### config.mk
export PLATFORM = sky130hd
export DESIGN_NAME = rvseed_sim_monitor
export DESIGN_NICKNAME = d
export VERILOG_FILES = /design/src/rtl/rvseed_sim_monitor_pkg.sv /design/src/rtl/rvseed_sat_cnt.sv /design/src/rtl/rvseed_sim_monitor.sv
export SDC_FILE = /design/constraint.sdc
export NUM_CORES = 1
export LEC_CHECK = 0
export CAP_MARGIN = 10
export CORE_MARGIN = 2
export CORE_UTILIZATION = 54
export DETAILED_ROUTE_END_ITERATION = 16
export GPL_TIMING_DRIVEN = 0
export HOLD_SLACK_MARGIN = 0.12
export PLACE_DENSITY = 0.84
export SLEW_MARGIN = 20
export SYNTH_ARGS = -nofsm -noshare
export SYNTH_HDL_FRONTEND = slang
export SYNTH_SLANG_ARGS = --single-unit
### constraint.sdc
create_clock -name clk -period 6.3 [get_ports clk]
set_input_delay 0.63 -clock clk [delete_from_list [all_inputs] [get_ports clk]]
set_output_delay 0.63 -clock clk [all_outputs]
set_load 0.03 [all_outputs]
### src/rtl/rvseed_sim_monitor_pkg.sv
// rvseed_sim_monitor_pkg: shared state codes and register-index defaults for the end-of-test monitor
//   No ports. Provides the FSM state type and codes, the default done/pass/testnum
//   register indices and data width, and a terminal-state helper.
package rvseed_sim_monitor_pkg;

   typedef logic [2:0] sim_state_t;

   localparam sim_state_t SIM_ST_RUN     = 3'd0;
   localparam sim_state_t SIM_ST_SETTLE  = 3'd1;
   localparam sim_state_t SIM_ST_PASS    = 3'd2;
   localparam sim_state_t SIM_ST_FAIL    = 3'd3;
   localparam sim_state_t SIM_ST_TIMEOUT = 3'd4;

   localparam int SIM_CPU_WIDTH = 32;
   localparam int SIM_DONE_REG  = 26;
   localparam int SIM_PASS_REG  = 27;
   localparam int SIM_TNUM_REG  = 3;

   // Verdict states are coded above SETTLE so one compare identifies them.
   function automatic logic sim_is_terminal(input sim_state_t st);
      return st >= SIM_ST_PASS;
   endfunction

endpackage

### src/rtl/rvseed_sat_cnt.sv
// rvseed_sat_cnt: CNT_WIDTH-bit up-counter that sticks at all-ones
//   clk    in   core clock
//   rst    in   synchronous reset, active-high, clears the count
//   clr_i  in   synchronous clear (lower priority than rst, higher than en_i)
//   en_i   in   count enable
//   cnt_o  out  current count
module rvseed_sat_cnt #(
   parameter int CNT_WIDTH = 32
) (
   input  logic                 clk,
   input  logic                 rst,
   input  logic                 clr_i,
   input  logic                 en_i,
   output logic [CNT_WIDTH-1:0] cnt_o
);

   logic [CNT_WIDTH-1:0] cnt_q, cnt_d;

   always_comb cnt_d = clr_i ? '0 : (en_i && ~&cnt_q) ? cnt_q + CNT_WIDTH'(1) : cnt_q;

   always_ff @(posedge clk) begin
      if (rst) cnt_q <= '0;
      else     cnt_q <= cnt_d;
   end

   assign cnt_o = cnt_q;

endmodule

### src/rtl/rvseed_sim_monitor.sv
// rvseed_sim_monitor: snoops register-file writes and issues a sticky PASS/FAIL/TIMEOUT verdict
//   clk, rst            core clock, synchronous active-high reset
//   rf_we/waddr/wdata   register-file write port being snooped
//   retire              one pulse per retired instruction
//   sim_done            verdict reached (sticky)
//   sim_pass/fail/timeout  exactly one set alongside sim_done
//   fail_testnum        testnum shadow on FAIL/TIMEOUT, 0 on PASS
//   cycle_cnt           cycles spent in RUN and SETTLE
//   retire_cnt          retire pulses seen in RUN and SETTLE
module rvseed_sim_monitor
   import rvseed_sim_monitor_pkg::*;
#(
   parameter int CPU_WIDTH   = SIM_CPU_WIDTH,
   parameter int DONE_REG    = SIM_DONE_REG,
   parameter int PASS_REG    = SIM_PASS_REG,
   parameter int TNUM_REG    = SIM_TNUM_REG,
   parameter int DONE_VAL    = 1,
   parameter int PASS_VAL    = 1,
   parameter int SETTLE_CYC  = 1,
   parameter int TIMEOUT_CYC = 50000,
   parameter int CNT_WIDTH   = 32
) (
   input  logic                 clk,
   input  logic                 rst,
   input  logic                 rf_we,
   input  logic [4:0]           rf_waddr,
   input  logic [CPU_WIDTH-1:0] rf_wdata,
   input  logic                 retire,
   output logic                 sim_done,
   output logic                 sim_pass,
   output logic                 sim_fail,
   output logic                 sim_timeout,
   output logic [CPU_WIDTH-1:0] fail_testnum,
   output logic [CNT_WIDTH-1:0] cycle_cnt,
   output logic [CNT_WIDTH-1:0] retire_cnt
);

   localparam int SW = (SETTLE_CYC > 1) ? $clog2(SETTLE_CYC) : 1;

   sim_state_t           state_q, state_d;
   logic [SW-1:0]        settle_q, settle_d;
   logic [CPU_WIDTH-1:0] pass_sh_q, pass_sh_d;
   logic [CPU_WIDTH-1:0] tnum_sh_q, tnum_sh_d;
   logic                 done_q, pass_q, fail_q, timeout_q;
   logic [CPU_WIDTH-1:0] testnum_q;
   logic                 active, wr, done_trig, at_timeout;

   // The done register acts on the write itself, so it needs no shadow copy.
   assign active     = (state_q == SIM_ST_RUN) || (state_q == SIM_ST_SETTLE);
   assign wr         = rf_we && (rf_waddr != 5'd0) && active;
   assign done_trig  = (state_q == SIM_ST_RUN) && wr && (rf_waddr == 5'(DONE_REG))
                       && (rf_wdata == CPU_WIDTH'(DONE_VAL));
   // Widened compare so a narrow counter can never alias onto the timeout value.
   assign at_timeout = 64'(cycle_cnt) == 64'(TIMEOUT_CYC - 1);

   always_comb begin
      state_d  = state_q;
      settle_d = settle_q;
      if (state_q == SIM_ST_RUN) begin
         if (done_trig) begin
            state_d  = SIM_ST_SETTLE;
            settle_d = SW'(SETTLE_CYC - 1);
         end else if (at_timeout) begin
            state_d  = SIM_ST_TIMEOUT;
         end
      end else if (state_q == SIM_ST_SETTLE) begin
         // Verdict uses the registered shadow; a PASS write in this cycle is too late.
         if (settle_q == '0) state_d = (pass_sh_q == CPU_WIDTH'(PASS_VAL)) ? SIM_ST_PASS : SIM_ST_FAIL;
         else                settle_d = settle_q - SW'(1);
      end
   end

   always_comb begin
      pass_sh_d = (wr && rf_waddr == 5'(PASS_REG)) ? rf_wdata : pass_sh_q;
      tnum_sh_d = (wr && rf_waddr == 5'(TNUM_REG)) ? rf_wdata : tnum_sh_q;
   end

   always_ff @(posedge clk) begin
      if (rst) begin
         state_q   <= SIM_ST_RUN;
         settle_q  <= '0;
         pass_sh_q <= '0;
         tnum_sh_q <= '0;
      end else begin
         state_q   <= state_d;
         settle_q  <= settle_d;
         pass_sh_q <= pass_sh_d;
         tnum_sh_q <= tnum_sh_d;
      end
   end

   // Verdict outputs are registered from the state, landing one cycle after the transition.
   always_ff @(posedge clk) begin
      if (rst) begin
         done_q    <= 1'b0;
         pass_q    <= 1'b0;
         fail_q    <= 1'b0;
         timeout_q <= 1'b0;
         testnum_q <= '0;
      end else begin
         done_q    <= sim_is_terminal(state_q);
         pass_q    <= state_q == SIM_ST_PASS;
         fail_q    <= state_q == SIM_ST_FAIL;
         timeout_q <= state_q == SIM_ST_TIMEOUT;
         testnum_q <= (state_q == SIM_ST_FAIL || state_q == SIM_ST_TIMEOUT) ? tnum_sh_q : '0;
      end
   end

   rvseed_sat_cnt #(.CNT_WIDTH(CNT_WIDTH)) u_cycle_cnt (
      .clk   (clk),
      .rst   (rst),
      .clr_i (1'b0),
      .en_i  (active),
      .cnt_o (cycle_cnt)
   );

   rvseed_sat_cnt #(.CNT_WIDTH(CNT_WIDTH)) u_retire_cnt (
      .clk   (clk),
      .rst   (rst),
      .clr_i (1'b0),
      .en_i  (active && retire),
      .cnt_o (retire_cnt)
   );

   assign sim_done     = done_q;
   assign sim_pass     = pass_q;
   assign sim_fail     = fail_q;
   assign sim_timeout  = timeout_q;
   assign fail_testnum = testnum_q;

endmodule

* Word-level counts from Yosys, hierarchy flattened
Index checks and enable logic that the tools add are counted.
Storage, ports and cells: bits in registers 168, bits of input ports 41, output and inout port bits 100, word-level logic and storage cells 61
Operators by class: $add $sub $neg 3, $lt $le $gt $ge 1, equality and inequality tests 13, multiplexer cells 10, bitwise operators 1, reduce and logical (&&, ||, !) cells 22
Operators with widths (count):
- 32-bit by 1-bit adder with 32-bit output (second input constant) | 2
- 32-bit by 1-bit == test with 1-bit output (second input constant) | 2
- 32-bit AND reduction | 2
- 32-bit by 16-bit == test with 1-bit output (second input constant) | 1
- 3-bit 2-to-1 mux | 5
- 5-bit == test (second input constant) | 2
- 1-bit logical AND | 10
- 3-bit by 2-bit == test with 1-bit output (second input constant) | 2
- 5-bit by 2-bit == test with 1-bit output (second input constant) | 1
- 1-bit 2-to-1 mux | 5
- 5-bit nonzero test | 1
- 3-bit by 1-bit == test with 1-bit output (second input constant) | 1
- 3-bit == test (second input constant) | 1
- 3-bit by 2-bit greater-or-equal comparator with 1-bit output (second input constant) | 1
- 3-bit zero test | 1
- 3-bit inequality test (second input constant) | 1
- 3-bit AND reduction | 1
- 1-bit zero test | 2
- 1-bit logical OR | 2
- 2-bit by 1-bit inequality test with 1-bit output (second input constant) | 1
- 2-bit inequality test (second input constant) | 1
- 2-bit AND reduction | 1
- 2-bit nonzero test | 1
- 2-bit OR reduction | 1
- 2 further kinds | 2

* Longest topological paths before layout
depth in word-level cells 8, gate-level depth with buffers 8, depth with buffers taken out 7

* Cells and area by module
A second synthesis with hierarchy kept.
Unflattened totals: cell total of the unflattened synthesis 818, area, all modules 6946.7 sq um
By module, submodules not included:
- rvseed_sim_monitor | times used 1, cells an instance 414, area an instance 3585.9 sq um
- rvseed_sat_cnt | times used 2, cells an instance 202, area an instance 1680.4 sq um

* Least setup slack after synthesis
OpenSTA, ideal clock, no wires.
path kind input -> register, from in retire, to reg u_retire_cnt.cnt_q[23], in the netlist u_retire_cnt.cnt_o[23], setup time 70 ps, arrival 2380 ps, setup slack 3850 ps, stages on the path 6, cells stage by stage or3b_4 or4_4 a211o_1 buf_6 or3_1 a21oi_1
On the way: longest elaborated chain between the ends 2
RTL lines:
- start: declaration | RTL line rvseed_sim_monitor.sv:28 | input logic retire,
- 1-bit logical AND | RTL line rvseed_sim_monitor.sv:121 | .en_i (active && retire),
- 1-bit logical AND | RTL line rvseed_sat_cnt.sv:19 | always_comb cnt_d = clr_i ? '0 : (en_i && ~&cnt_q) ? cnt_q + CNT_WIDTH'(1) : cnt_q;
- end signal: assignment | RTL line rvseed_sat_cnt.sv:23 | else cnt_q <= cnt_d;
- end: declaration | RTL line rvseed_sat_cnt.sv:17 | logic [CNT_WIDTH-1:0] cnt_q, cnt_d;
No other way between the ends. A chain may end at the register's enable or synchronous reset.

* Final worst setup path
from in retire, to reg u_retire_cnt.cnt_q[30], in the netlist u_retire_cnt.cnt_o[30]
Same word-level chain as after synthesis.

==> impl_metrics.json <==
{
  "slew_headroom": 0.436,
  "outcome": "finished clean",
  "dominant_combinational_cell_family_by_area_after_synthesis": "simple AND/OR/NAND/NOR gates",
  "setup_repair_after_global_routing_missed_its_margin": "false",
  "clkTransAtPathRegs_ns": 0.06,
  "finish.utilization": 0.727,
  "die_x_um": 114,
  "timing.final.max_slew_violations": 0,
  "post_cts_setup_inserts": 0,
  "hold_class": "reg2reg",
  "grt-ovfl-total": 0,
  "synth.area.mux_share": 0.00154,
  "first_global_vias": 5399,
  "post-synth-top-area-fraction": 0.514,
  "crit_required_ns": 6.60,
  "synthCells": 765,
  "syn_avg_cell_area_um2": 8.50,
  "p_per_area_nw_per_um2": 245,
  "netlist-cell-type-count": 37,
  "fp.dieArea_um2": 12900,
  "synth.most_common_cell": "dfxtp_1",
  "synth_largest_area_cell": "dfxtp_1",
  "wire_length_of_the_first_global_routing_pass_um": 26100,
  "antenna_cells": 0,
  "ant_nets": 0,
  "flop_to_flop_setup_slack_ns": 3.78,
  "report.final.setup_viol": 0,
  "gp_routability_congestion": 0.894,
  "clk_root_buffer_cell": "clkbuf_16",
  "cts_num_sinks": 167,
  "clk-insertion-delay-late_ns": 0.43,
  "worstRegToRegCells": 7,
  "criticalPathCategory": "in2reg",
  "synth_flop_cell": "dfxtp_1",
  "setup.worst_path.end": "u_retire_cnt.cnt_o[30]",
  "ctsHoldBuffers": 0,
  "fp.coreArea_um2": 11900,
  "postSynthRegisterBits": 167,
  "die_height_um": 114,
  "dp_cells": 1051,
  "fin_crit_ns": 2.68,
  "area_growth_synth_to_finish_pct": 32.7,
  "fin_nets": 966,
  "global_route.usage.total": 0.254,
  "floorplan.initialDensity": 0.548,
  "io_buffer_count": 139,
  "cts_buffers": 17,
  "total_power_mw": 2.12,
  "fmax_mhz": 373,
  "finalNonFillerCells": 1083,
  "router_iterations_before_antenna_repair": 4,
  "synth_async_sr_flop_share": 0,
  "syn-num-nets": 808,
  "drt_iter0_markers": 290,
  "worstSetupStartpointType": "input pin",
  "timing.final.crit_share": 0.426,
  "drv_cap": 0,
  "ctsResizeCount": 0,
  "synth_compound_area_frac": 0.0729,
  "simple_logic_cell_fraction_of_the_synthesized_area": 0.309,
  "number_of_antenna_violations_at_the_first_check_in_global_routing": 0,
  "route.vias.total": 6001,
  "placementRows": 40,
  "reg2reg_capture_point": "u_cycle_cnt.cnt_o[0]",
  "ys_top_cells_by_count": "dfxtp_1 (167), nand2_1 (152), a21oi_1 (76)",
  "avgViaCountPerCell": 5.54,
  "netlist_top_cells_area": "dfxtp_1 (51%), nand2_1 (8.8%), a21oi_1 (5.8%)",
  "hold_path.startpoint": "tnum_sh_q[9]",
  "hold_viol": 0,
  "number_of_synthesized_flops_with_an_enable_pin": 0,
  "drive_above_1_share": 0.0406,
  "power.leakage_nw": 2.89,
  "n_fill_cell": 895,
  "setup-tns-final_ns": 0,
  "grt_start_max_net_pins": 17,
  "worstSetupStartpoint": "retire",
  "detailed_placer_s_ending_hpwl_um": 11400,
  "fin_skew_ns": 0.00781,
  "peak_supply_drop_mv": 0.157,
  "io_pins": 141,
  "post-route-drc-count": 0,
  "route.final.wire_length_um": 16200,
  "h-tree-depth": 4,
  "crit_path_end_kind": "flip-flop",
  "timing.hold.ws_ns": 0.449,
  "syn-cell-area_um2": 6500,
  "drt-wirelength-per-cell_um": 15.0,
  "yosysSeqAreaShare": 0.514,
  "post_synth_xor_area_fraction": 0.0727,
  "timing.rr.start": "u_cycle_cnt.cnt_o[24]",
  "worstPathMaxFanout": 4,
  "ctsLongestPathBuffers": 2,
  "worst-endpoint-arrival_ns": 2.99,
  "synth_adder_area_share": 0.00385,
  "cts_tree": "built",
  "synth_warnings": 0,
  "tightestPinTransition_ns": 0.838
}
worst max-delay path, cell delays in order:
cell and delay, ns:
clkdlybuf4s50_1 0.44, or3b_4 0.40, or3_1 0.43, nor4_1 0.66, nand4_1 0.20, xor2_1 0.17
nor2_1 0.05
flip-flops by register name, summed over array words and instances, names as in the netlist:
signal              flops
state_q                 3
sim_timeout             1
sim_pass                1
tnum_sh_q              32
fail_testnum           32
pass_sh_q              32
u_cycle_cnt.cnt_o      32
u_retire_cnt.cnt_o     32
sim_done                1
sim_fail                1
through the flow:
step	setup slack, ns	instance area (um2)
global route	3.40	8630
CTS	3.62	8630
floorplan	3.85	6500
global placement	3.18	8080
detailed placement	3.17	8080
finish	3.62	8630
final cells by class:
type,instances,area (um2),area share
flip-flops and latches,167,3340,0.388
multi-input cells,556,2990,0.347
repair buffers,139,1390,0.161
clock buffers,20,457,0.0529
well taps,147,184,0.0213
plain buffers,39,154,0.0178
clock inverters,12,91.3,0.0106
inverters,3,11.3,0.00131
report_power, final:
group	switching (mW)	leakage (nW)	internal, mW	total (mW)
clock network	0.433	0.273	0.531	0.964
logic	0.0471	1.27	0.0379	0.0850
registers	0.00636	1.35	1.06	1.07
worst min path at each step:
stage,end,slack [ns],cells past startpoint
finish,tnum_sh_q[9],0.45,2
floorplan,pass_sh_q[0],0.43,2
global placement,tnum_sh_q[7],0.44,2
detailed placement,tnum_sh_q[22],0.44,2
CTS,tnum_sh_q[22],0.45,2
global route,tnum_sh_q[6],0.46,2
layout by cell type, fill, tap and decap left out, drive strengths merged, types with 8 or more instances in the layout:
master and n:
dfxtp 167, nand2 152, clkdlybuf4s50 139, a21oi 76, nor2 71, clkbuf 57, xor2 39, nand3 35
nor2b 34, nand4 29, and3 17, nor4 17, nor3 17, xnor2 15, and4 11, or3 8
inv 8
logic make-up after synthesis:
family / after synthesis
flip-flops: 167
multiplexers: 1
AO/OA/AOI/OAI: 90
AND/OR/NAND/NOR: 409
XOR/XNOR: 54
buffers and inverters: 42
adder cells (fa/ha/maj): 2
per-layer routing:
layer / up-vias / GRT usage / part of all wire
li1: 2930 / - / -
met1: 2836 / 0.318 / 0.43
met2: 206 / 0.424 / 0.48
met3: 29 / 0.0627 / 0.066
met4: 0 / 0.0967 / 0.020
met5: - / 0 / 0
Power figures use the tool's default switching activity.
